### src/rtl/event_counter_display.sv
// ---------------------------------------------------------------------------
// event_counter_display
//
// Counts rising edges on an asynchronous trigger input in a DIGITS-wide BCD
// counter and shows the count on a multiplexed seven-segment display.
// Leading zeros are blanked.
//
// Parameters
//   DIGITS      : number of BCD digits / anodes (1..8)
//   REFRESH_DIV : clk cycles each digit stays lit (>= 2)
//   ACTIVE_LOW  : 1 -> seven and AN are active-low, 0 -> active-high
//
// Ports
//   clk       : sole clock, rising edge
//   reset     : asynchronous active-high reset
//   trigger   : asynchronous event input, one event per rising edge
//   clear     : synchronous clear of count and overflow
//   hold      : freeze the displayed value; counting continues
//   seven     : segment drive, bit0=a .. bit6=g
//   AN        : anode drive, AN[0] = least significant digit
//   bcd_value : live count, digit i in bits [4i+3:4i]
//   overflow  : sticky flag, set when the counter wraps from all nines
// ---------------------------------------------------------------------------
module event_counter_display #(
  parameter int DIGITS      = 4,
  parameter int REFRESH_DIV = 50000,
  parameter bit ACTIVE_LOW  = 1'b1
) (
  input  logic                  clk,
  input  logic                  reset,
  input  logic                  trigger,
  input  logic                  clear,
  input  logic                  hold,
  output logic [6:0]            seven,
  output logic [DIGITS-1:0]     AN,
  output logic [4*DIGITS-1:0]   bcd_value,
  output logic                  overflow
);

  localparam int IDX_W = (DIGITS > 1) ? $clog2(DIGITS) : 1;
  localparam int CNT_W = $clog2(REFRESH_DIV);
  localparam logic [CNT_W-1:0] CNT_MAX = CNT_W'(REFRESH_DIV - 1);
  localparam logic [IDX_W-1:0] IDX_MAX = IDX_W'(DIGITS - 1);

  localparam logic [6:0] SEG_ZERO = 7'b0111111;
  // Outputs come out of reset already showing "0" on digit 0, which is
  // exactly what the first clock edge after release would produce.
  localparam logic [6:0]        SEVEN_RST = ACTIVE_LOW ? ~SEG_ZERO : SEG_ZERO;
  localparam logic [DIGITS-1:0] AN_ONE    = DIGITS'(1);
  localparam logic [DIGITS-1:0] AN_RST    = ACTIVE_LOW ? ~AN_ONE : AN_ONE;

  function automatic logic [6:0] seg_decode(input logic [3:0] d);
    logic [6:0] s;
    case (d)
      4'd0:    s = 7'b0111111;
      4'd1:    s = 7'b0000110;
      4'd2:    s = 7'b1011011;
      4'd3:    s = 7'b1001111;
      4'd4:    s = 7'b1100110;
      4'd5:    s = 7'b1101101;
      4'd6:    s = 7'b1111101;
      4'd7:    s = 7'b0000111;
      4'd8:    s = 7'b1111111;
      4'd9:    s = 7'b1101111;
      default: s = 7'b0000000;
    endcase
    return s;
  endfunction

  // -------------------------------------------------------------------------
  // Trigger synchroniser and edge detect. All three flops reset to 1 so a
  // trigger that is already high when reset releases does not look like an
  // edge.
  // -------------------------------------------------------------------------
  logic sync1;
  logic sync2;
  logic edge_reg;
  logic event_pulse;

  always_ff @(posedge clk or posedge reset) begin
    if (reset) begin
      sync1    <= 1'b1;
      sync2    <= 1'b1;
      edge_reg <= 1'b1;
    end else begin
      sync1    <= trigger;
      sync2    <= sync1;
      edge_reg <= sync2;
    end
  end

  assign event_pulse = sync2 & ~edge_reg;

  // -------------------------------------------------------------------------
  // BCD counter: ripple carry through the digits within a single cycle.
  // carry[DIGITS] is the wrap out of the top digit.
  // -------------------------------------------------------------------------
  logic [DIGITS-1:0][3:0] count;
  logic [DIGITS-1:0][3:0] count_next;
  logic [DIGITS:0]        carry;

  assign carry[0] = event_pulse;

  generate
    for (genvar gi = 0; gi < DIGITS; gi++) begin : g_digit
      assign carry[gi+1]    = carry[gi] && (count[gi] == 4'd9);
      assign count_next[gi] = !carry[gi]           ? count[gi] :
                              (count[gi] == 4'd9)  ? 4'd0      :
                                                     count[gi] + 4'd1;
    end
  endgenerate

  always_ff @(posedge clk or posedge reset) begin
    if (reset) begin
      count    <= '0;
      overflow <= 1'b0;
    end else if (clear) begin
      // clear wins over a coincident event; that event is dropped
      count    <= '0;
      overflow <= 1'b0;
    end else begin
      count <= count_next;
      if (carry[DIGITS]) begin
        overflow <= 1'b1;
      end
    end
  end

  assign bcd_value = count;

  // -------------------------------------------------------------------------
  // Display register and leading-zero blanking
  // -------------------------------------------------------------------------
  logic [DIGITS-1:0][3:0] disp;
  logic [DIGITS-1:0]      upper_zero;  // this digit and all above are zero
  logic [DIGITS-1:0]      blank;

  always_ff @(posedge clk or posedge reset) begin
    if (reset) begin
      disp <= '0;
    end else if (!hold) begin
      disp <= count;
    end
  end

  generate
    for (genvar gi = 0; gi < DIGITS; gi++) begin : g_blank
      if (gi == DIGITS - 1) begin : g_top
        assign upper_zero[gi] = (disp[gi] == 4'd0);
      end else begin : g_lower
        assign upper_zero[gi] = (disp[gi] == 4'd0) && upper_zero[gi+1];
      end
      if (gi == 0) begin : g_lsd
        assign blank[gi] = 1'b0;
      end else begin : g_msd
        assign blank[gi] = upper_zero[gi];
      end
    end
  endgenerate

  // -------------------------------------------------------------------------
  // Refresh timer and digit index
  // -------------------------------------------------------------------------
  logic [CNT_W-1:0] refresh_cnt;
  logic [IDX_W-1:0] digit_idx;

  always_ff @(posedge clk or posedge reset) begin
    if (reset) begin
      refresh_cnt <= '0;
      digit_idx   <= '0;
    end else if (refresh_cnt == CNT_MAX) begin
      refresh_cnt <= '0;
      digit_idx   <= (digit_idx == IDX_MAX) ? '0 : digit_idx + IDX_W'(1);
    end else begin
      refresh_cnt <= refresh_cnt + CNT_W'(1);
    end
  end

  // -------------------------------------------------------------------------
  // Output stage. Segments and anode are both derived from the same
  // digit_idx and registered on the same edge, so they always change
  // together.
  // -------------------------------------------------------------------------
  logic [3:0]        cur_digit;
  logic              cur_blank;
  logic [6:0]        seg_hi;
  logic [DIGITS-1:0] an_hi;

  always_comb begin
    cur_digit = 4'd0;
    cur_blank = 1'b0;
    an_hi     = '0;
    for (int i = 0; i < DIGITS; i++) begin
      if (digit_idx == IDX_W'(i)) begin
        cur_digit = disp[i];
        cur_blank = blank[i];
        an_hi[i]  = 1'b1;
      end
    end
    seg_hi = cur_blank ? 7'b0000000 : seg_decode(cur_digit);
  end

  always_ff @(posedge clk or posedge reset) begin
    if (reset) begin
      seven <= SEVEN_RST;
      AN    <= AN_RST;
    end else begin
      seven <= ACTIVE_LOW ? ~seg_hi : seg_hi;
      AN    <= ACTIVE_LOW ? ~an_hi  : an_hi;
    end
  end

endmodule

### config.mk
export PLATFORM = sky130hd
export DESIGN_NAME = event_counter_display
export DESIGN_NICKNAME = d
export VERILOG_FILES = /design/src/rtl/event_counter_display.sv
export SDC_FILE = /design/constraint.sdc
export NUM_CORES = 1
export LEC_CHECK = 0
export ABC_AREA = 1
export BUFFER_PORTS_ARGS = -buffer_cell sky130_fd_sc_hd__buf_2
export CAP_MARGIN = 20
export CORE_MARGIN = 10
export CORE_UTILIZATION = 50
export CTS_BUF_LIST = sky130_fd_sc_hd__clkbuf_16
export CTS_CLUSTER_DIAMETER = 200
export CTS_CLUSTER_SIZE = 14
export DETAILED_ROUTE_END_ITERATION = 7
export GPL_ROUTABILITY_DRIVEN = 0
export PLACE_DENSITY_LB_ADDON = 0.2
export SKIP_CTS_REPAIR_TIMING = 1
export SLEW_MARGIN = 15
export SYNTH_ARGS = -nofsm -noshare
export SYNTH_HDL_FRONTEND = slang
export SYNTH_SLANG_ARGS = --single-unit
### constraint.sdc
create_clock -name clk -period 2.5 [get_ports clk]
set_clock_uncertainty 0.15 [all_clocks]
set_input_delay 0.25 -clock clk [delete_from_list [all_inputs] [get_ports clk]]
set_output_delay 0.25 -clock clk [all_outputs]
set_load 0.01 [all_outputs]
# After elaboration in Yosys (flattened, before gate mapping)
# Memory sizes are Yosys's and may differ from the RTL's.
# Index checks and enable logic that the tools add are counted.
# word_totals
register_bits,65
mem_bits_ro,112
in_bits,5
out_inout_bits,28
elab_cells,75
memories,1
# op_classes
addsub,6
eq_ne,8
mux,25
bitwise,4
reduce_logical,15
# memory_table
name,depth,word_bits,rd,rd_clocked_by_memory_dff,wr,line_no,rtl
(name not given),16,7,1,0,0,54,case (d)
# op_table
cell,count
4-bit two-way mux,12
16-bit two-way mux,2
"16-bit by 1-bit adder with 16-bit output, second input constant",1
"4-bit by 1-bit adder with 4-bit output, second input constant",4
"16-bit == test, second input constant",1
"4-bit == test, second input constant",4
4-bit logical NOT,3
2-bit nonzero test,5
1-bit two-way mux,9
7-bit two-way mux,1
7-bit inverter,1
1-bit logical AND,6
"2-bit == test, second input constant",2
4-bit inverter,1
"2-bit by 1-bit adder with 2-bit output, second input constant",1
"2-bit by 1-bit == test with 1-bit output, second input constant",1
2-bit logical NOT,1
2-bit two-way mux,1
1-bit AND,1
1-bit inverter,1

# Depth between registers and ports, before layout
# Gate-level depths: netlist of run 1.
# logic_depth
ltp_word,8
depth_mapped,13
depth_no_buf,13

# Worst setup path before layout of run 1
# OpenSTA, ideal clock, no wires.
# synth_path
kind,register to register
start,reg digit_idx[0]
end,reg seven[3]
setup_time_ns,0.129
arrival_ns,1.596
required_time_ns,2.221
path_slack_ns,0.624
path_stages_with_launch,13
path_buffers,0
period_less_slack_ns,1.876
path_cell_list,dfrtp_1 > inv_1 > ha_1 > inv_2 > nor2_1 > nor2_1 > nand2_1 > nand2_1 > ha_1 > inv_1 > nand3_1 > nand3_1 > nand3_1
# synth_via
elab_chain_len,8
word_cells_on_any_way,14
classes_between,eq/ne (3); mux (8); bitwise (1); reduce/logical (1); memory (1)
# synth_lines
item,line_no,rtl
"start, declared",165,logic [IDX_W-1:0] digit_idx;
"start signal, assigned",173,digit_idx <= (digit_idx == IDX_MAX) ? '0 : digit_idx + IDX_W'(1);
2-bit logical NOT,194,if (digit_idx == IDX_W'(i)) begin
4-bit two-way mux (4 in series),194,
memory read 16 x 7 bit,-,
7-bit two-way mux *,200,seg_hi = cur_blank ? 7'b0000000 : seg_decode(cur_digit);
7-bit inverter *,208,seven <= ACTIVE_LOW ? ~seg_hi : seg_hi;
"end signal, assigned",208,
"end, declared",34,"output logic [6:0] seven,"
# Mark *: on every way between the ends. The rest lies on a longest branch, timed or not.
# A chain may end at the register's enable or synchronous reset.

# Worst setup path in the final report of run 1
# Same ends and word-level chain as after synthesis.

==> results of run 1 <==
==> routing by layer <==
layer	track usage	part of all wire	routed length, um
met2	0.212	0.46	2890
met1	0.172	0.48	3010
met5	0	0	0
met4	0.0739	0.023	148
met3	0.0295	0.044	276
==> through the flow <==
step	hold slack (ps)	power (mW)
2_1_floorplan	104	1.16
3_3_place_gp	198	1.19
3_5_place_dp	199	1.19
4_1_cts	-141	2.27
5_1_grt	76.2	2.34
6_report	8.34	2.24
==> power by group <==
group / internal, mW / switching, mW / total (mW)
logic: 0.0294 / 0.0684 / 0.0978
registers: 1.07 / 0.00618 / 1.08
clock network: 0.649 / 0.418 / 1.07
==> how the worst max path moves through the flow <==
stage | end | slack, ps | cells past startpoint
6_report | seven[3]$_DFF_PP0_ | 410 | 12
5_1_grt | seven[5]$_DFF_PP0_ | 200 | 12
4_1_cts | seven[3]$_DFF_PP0_ | 400 | 12
3_5_place_dp | seven[3]$_DFF_PP0_ | 410 | 12
3_3_place_gp | seven[3]$_DFF_PP0_ | 520 | 12
2_1_floorplan | AN[0]$_DFF_PP0_ | 490 | 1
==> synth_stat cells (2+ instances only) <==
| cell type | n |
|---|---|
| nand2_2 | 3 |
| nand4_1 | 4 |
| inv_2 | 6 |
| o21ai_0 | 29 |
| dfrtp_1 | 58 |
| nand3_1 | 40 |
| xor2_1 | 9 |
| inv_1 | 57 |
| o22ai_1 | 4 |
| a21oi_1 | 15 |
| o21ai_1 | 2 |
| nand2_4 | 3 |
| nand2_1 | 80 |
| nor3_1 | 5 |
| dfstp_2 | 7 |
| ha_1 | 16 |
| clkbuf_1 | 3 |
| nor2_4 | 2 |
| nor2_1 | 34 |
==> final cells by class <==
class | instances | area, um2
Clock buffer | 9 | 225
Clock inverter | 7 | 30.0
Fill cell | 568 | 2580
Inverter | 63 | 236
Multi-Input combinational cell | 255 | 1360
Sequential cell | 65 | 1640
Tap cell | 77 | 96.3
Timing Repair Buffer | 35 | 188
==> placed cells by master (no fill, tap or decap), drive strengths merged <==
cell type / Yosys / final
o22ai: 5 / 5
a31oi: 1 / 1
clkinv: 0 / 5
nor3b: 1 / 1
dfstp: 7 / 7
o21ai: 31 / 31
nor4: 1 / 1
buf: 2 / 33
dlygate4sd3: 0 / 2
inv: 63 / 65
dfrtp: 58 / 58
ha: 16 / 16
xor2: 9 / 9
clkbuf: 3 / 9
nand3: 41 / 41
nand4: 4 / 4
nand2: 86 / 86
or2: 3 / 3
nor3: 6 / 6
nor2: 36 / 36
a21oi: 15 / 15
==> tightest hold or removal path, stage by stage <==
cell and delay (ps):
buf_2 100, inv_2 30, buf_4 620
==> cell families (layout without fill, tap and decap cells) <==
group / after synthesis / after routing / share of synthesized area
compound gates: 52 / 52 / 0.0841
xor+xnor: 9 / 9 / 0.0242
fa+ha+maj: 16 / 16 / 0.0615
buf+inv: 68 / 114 / 0.0799
flops: 65 / 65 / 0.502
simple gates: 178 / 178 / 0.248
==> flow_summary.ini, run 1 <==
[floorplanning]
coreArea_um2 = 6350
die_h_um = 101
die_w_um = 101
start_util = 0.513
die_area_um2 = 10100
rows = 29
io_pins = 33

[power_and_ir_drop]
max-vdd-ir-drop_uv = 403
pwr_density_cell_nw_per_um2 = 595
p_leak_nw = 2.02

[cts]
numCtsBuffers = 9
clock-root-buffer = clkbuf_16
worstSkewPairLatency_ps = 330
cts_tree = built
cts_max_level = 3
clockBufferDepth = 2
clk_pin_slew_ps = 50
clock_sinks = 65

[synthesis]
yosys_register_bits = 65
yosysTopAreaCellShare = 0.446
synth_area_leaders = dfrtp_1 45%, nand2_1 9.2%, inv_1 6.6%, ha_1 6.1%, nand3_1 6.1%
ys_types = 30
synth_seq_area_share = 0.502
synth_edf_count = 0
syn_area_per_cell_um2 = 8.39
synthCells = 388
synth_warnings = 0
ys_async_sr_fraction = 1.00
synth_area_um2 = 3260
syn_nets = 409
synth_top_area_cell = dfrtp_1
synth-main-ff-cell = dfrtp_1

[routing]
avgRoutedWirePerCell_um = 12.4
antenna_left = 0
first_iter_violations = 144
vias = 2586
drcViolationCount = 0
vias_per_cell = 5.06
routed_wl_mm = 6.33
dr.pass1.iters = 4

[critical_path]
path_cells = inv_1 > ha_1 > nand2_1 > nand2_1 > nand3_1 > nand2_1 > nand2_1 > ha_1 > inv_1 > nand3_1 > nand3_1 > nand3_1
crit_path_end_kind = flip-flop
arrival_ps = 2140
reg2reg_setup_slack_ps = 410
ff2ff_path_depth = 12
worstPathRequired_ps = 2550
critPathMaxStageDelay_ps = 400
startpoint = digit_idx[0]$_DFFE_PP0N_
r2r-end = seven[3]$_DFF_PP0_
critPathKind = reg -> reg
critPathLaunchType = flip-flop
rr_startpoint = digit_idx[0]$_DFFE_PP0N_
crit_fanout = 5
crit_slowest_cell = dfrtp_1
path_delay_family = simple AND/OR/NAND/NOR gates
cp_num_buf_inv = 2

[hold_path]
hold_path_class = in -> async

[final_layout]
post-route-util = 0.594
fin_area_um2 = 3770
insertedDiodeCount = 0
nets = 450
fin_cells = 511
final_layout_size_suffix_gt1_frac = 0.166
area_delta_synth_final_pct = 15.8

[sta]
final-setup-viol-count = 0
fin_ws_ps = 407
setup-tns-final_ps = 0
post-route-period-util = 0.837
worst_pin_slew_ps = 783
relSlewSlack = 0.478
drv_slew = 0
min_period_ps = 2090
hold_viol = 0
fmax_ghz = 0.478
rsz0062_at_grt = false

[global_routing]
antenna_found_initial = 0
grt_pass1_wl_mm = 11.4
grt_pass1_vias = 2585
track_usage = 0.136
grt_max_degree = 66
gr-total-overflow = 0

[placement]
dpl_worst_slack_ps = 409
place_area_um2 = 3500
io_buffers = 32
place_inst = 493
post-dp-hpwl_mm = 4.67

[flow_run]
max_cap_viol_count = 0

[outcome]
status = completed
(Power assumes the default switching activity.)
==> inputs of run 2 (changes only) <==
Settings changed: ABC_AREA 1 to 0.
Clock period 2.5 ns to 1.9 ns, I/O delays scaled along.
==> run 2 against run 1 <==
Compared with the run above: the flow now finishes with violations (setup timing); final cell count decreased by 9.8%; synthesized cell count is 25% lower; clock power rose by 56%; largest cell class unchanged; sequential share of layout area shrank 5.1 points; critical path depth fell by 3.
==> flow_summary.ini, run 2 <==
[outcome]
status = finished with violations
violations = setup timing

[synthesis]
ys_types = 49
synth.most_common_cell = dfrtp_1
synth_seq_area_share = 0.520
yosysTopAreaCellShare = 0.461
synth_common_cells = 58 x dfrtp_1, 29 x nand2_1, 28 x nor2_1
syn_area_per_cell_um2 = 10.8
synth_top_area_cell = dfrtp_1
synth_warnings = 0
synth_area_leaders = dfrtp_1 46%, ha_1 6.4%, dfstp_2 5.8%, mux2_2 5.0%, nand2_1 3.5%
syn_nets = 313
yosys_register_bits = 65
synth_edf_count = 0
ys_async_sr_fraction = 1.00
synthCells = 292
synth-main-ff-cell = dfrtp_1
synth_area_um2 = 3150

[routing]
routed_wl_mm = 6.90
drcViolationCount = 0
dr.pass1.iters = 4
vias_per_cell = 5.31
vias = 2446
antenna_left = 0
avgRoutedWirePerCell_um = 15.0
first_iter_violations = 70

[global_routing]
gr-total-overflow = 0
grt_pass1_wl_mm = 11.1
grt_max_degree = 38
antenna_found_initial = 0
grt_pass1_vias = 2446
track_usage = 0.135

[final_layout]
final_cell_mix = 56 x dfrtp_1, 44 x buf_4, 32 x buf_2
area_delta_synth_final_pct = 36.2
final_layout_size_suffix_gt1_frac = 0.394
fillCellCount = 438
final_common_cell = dfrtp_1
nets = 402
fin_area_um2 = 4280
post-route-util = 0.711
insertedDiodeCount = 0

[critical_path]
crit_path_end_kind = flip-flop
crit_fanout = 5
path_cells = inv_4 > ha_4 > nand2_1 > o211ai_1 > o311ai_4 > buf_4 > ha_1 > mux2i_1 > a21oi_1
critPathMaxStageDelay_ps = 460
critPathLaunchType = flip-flop
worstPathRequired_ps = 1950
ff2ff_path_depth = 9
crit_slowest_cell = dfrtp_2
arrival_ps = 2130
critPathKind = reg -> reg

[power_and_ir_drop]
max-vdd-ir-drop_uv = 585
pwr_density_cell_nw_per_um2 = 758
p_leak_nw = 2.09

[sta]
min_period_ps = 2080
hold_viol = 0
drv_slew = 0
worst_pin_slew_ps = 390
post-route-period-util = 1.09
fmax_ghz = 0.481
relSlewSlack = 0.739
holdWs_ps = 98.8
final-setup-viol-count = 10
fin_ws_ps = -179
rsz0062_at_grt = true

[flow_run]
max_cap_viol_count = 0

[floorplanning]
rows = 28
die_area_um2 = 9860
io_pins = 33
die_w_um = 99.3
die_h_um = 99.3
coreArea_um2 = 6030
start_util = 0.522

[hold_path]
min_path_cells = 2
hold_path_class = in -> reg

[cts]
numCtsBuffers = 9
cts_max_level = 3
clock_sinks = 65
clock-root-buffer = clkbuf_16
clockBufferDepth = 2
clk_pin_slew_ps = 50
cts_tree = built
worstSkewPairLatency_ps = 320

[placement]
post-dp-hpwl_mm = 4.82
place_area_um2 = 3740
dpl_worst_slack_ps = -219
io_buffers = 32
-- run 2: cell count changes in the layout (fill, tap and decap cells not counted), moves of 14 or more --
| cell | delta |
|---|---|
| buf_4 | +43 |
| inv_1 | -49 |
| mux2_2 | +14 |
| nand2_1 | -53 |
| nand3_1 | -31 |
| o21ai_0 | -20 |
-- run 2: power breakdown --
group          total (mW)  internal (mW)  switching (mW)
registers            1.42           1.41         0.00844
clock network        1.67           1.12           0.546
logic               0.159         0.0686          0.0902
-- run 2: cell families after synthesis --
kind of cell,synth area share
buffers and inverters,0.0263
AO/OA/AOI/OAI,0.0871
flip-flops,0.520
adder cells (fa/ha/maj),0.0636
XOR/XNOR,0.0473
multiplexers,0.0660
AND/OR/NAND/NOR,0.190
-- run 2: final cells by class --
| cell class | count | area, um2 | area share |
|---|---|---|---|
| clock inverters | 7 | 80.1 | 0.0187 |
| inverters | 13 | 57.6 | 0.0134 |
| flip-flops and latches | 65 | 1640 | 0.382 |
| repair buffers | 84 | 596 | 0.139 |
| well taps | 75 | 93.8 | 0.0219 |
| clock buffers | 9 | 225 | 0.0526 |
| multi-input cells | 208 | 1590 | 0.372 |
-- run 2: path summary, 6_finish.rpt --
check | start | endpoint | slack [ps]
min in group asynchronous | reset | refresh_cnt[13]$_DFF_PP0_ | 200
setup reg to reg | digit_idx[0]$_DFFE_PP0N_ | seven[0]$_DFF_PP0_ | -180
max in group asynchronous | reset | AN[2]$_DFF_PP1_ | 830
setup / recovery | digit_idx[0]$_DFFE_PP0N_ | seven[0]$_DFF_PP0_ | -180
hold / removal | clear | bcd_value[9]$_DFFE_PP0P_ | 100
hold reg to reg | sync1$_DFF_PP1_ | sync2$_DFF_PP1_ | 210
-- run 2: per-stage QoR --
stage,power [mW],cells,TNS (ps)
finish,3.25,461,-1100
global route,3.35,461,-2280
CTS,3.27,447,-1500
global placement,1.58,431,-748
floorplan,1.53,292,-173
detailed placement,1.58,431,-1230
-- run 2: layer usage --
metal  routed length [um]  global-route usage  up-vias
met5                    0                   0        -
met4                   66              0.0628        0
met3                  260              0.0360        7
met2                 3400               0.217       36
met1                 3170               0.165     1192
li1                     -                   -     1211
-- run 2: worst max-delay path: cells and delay by family (launching register included) --
family	cells	cell delay (ps)
simple gates	1	60
buf+inv	2	270
flops	1	460
fa+ha+maj	2	350
mux	1	130
compound gates	3	540
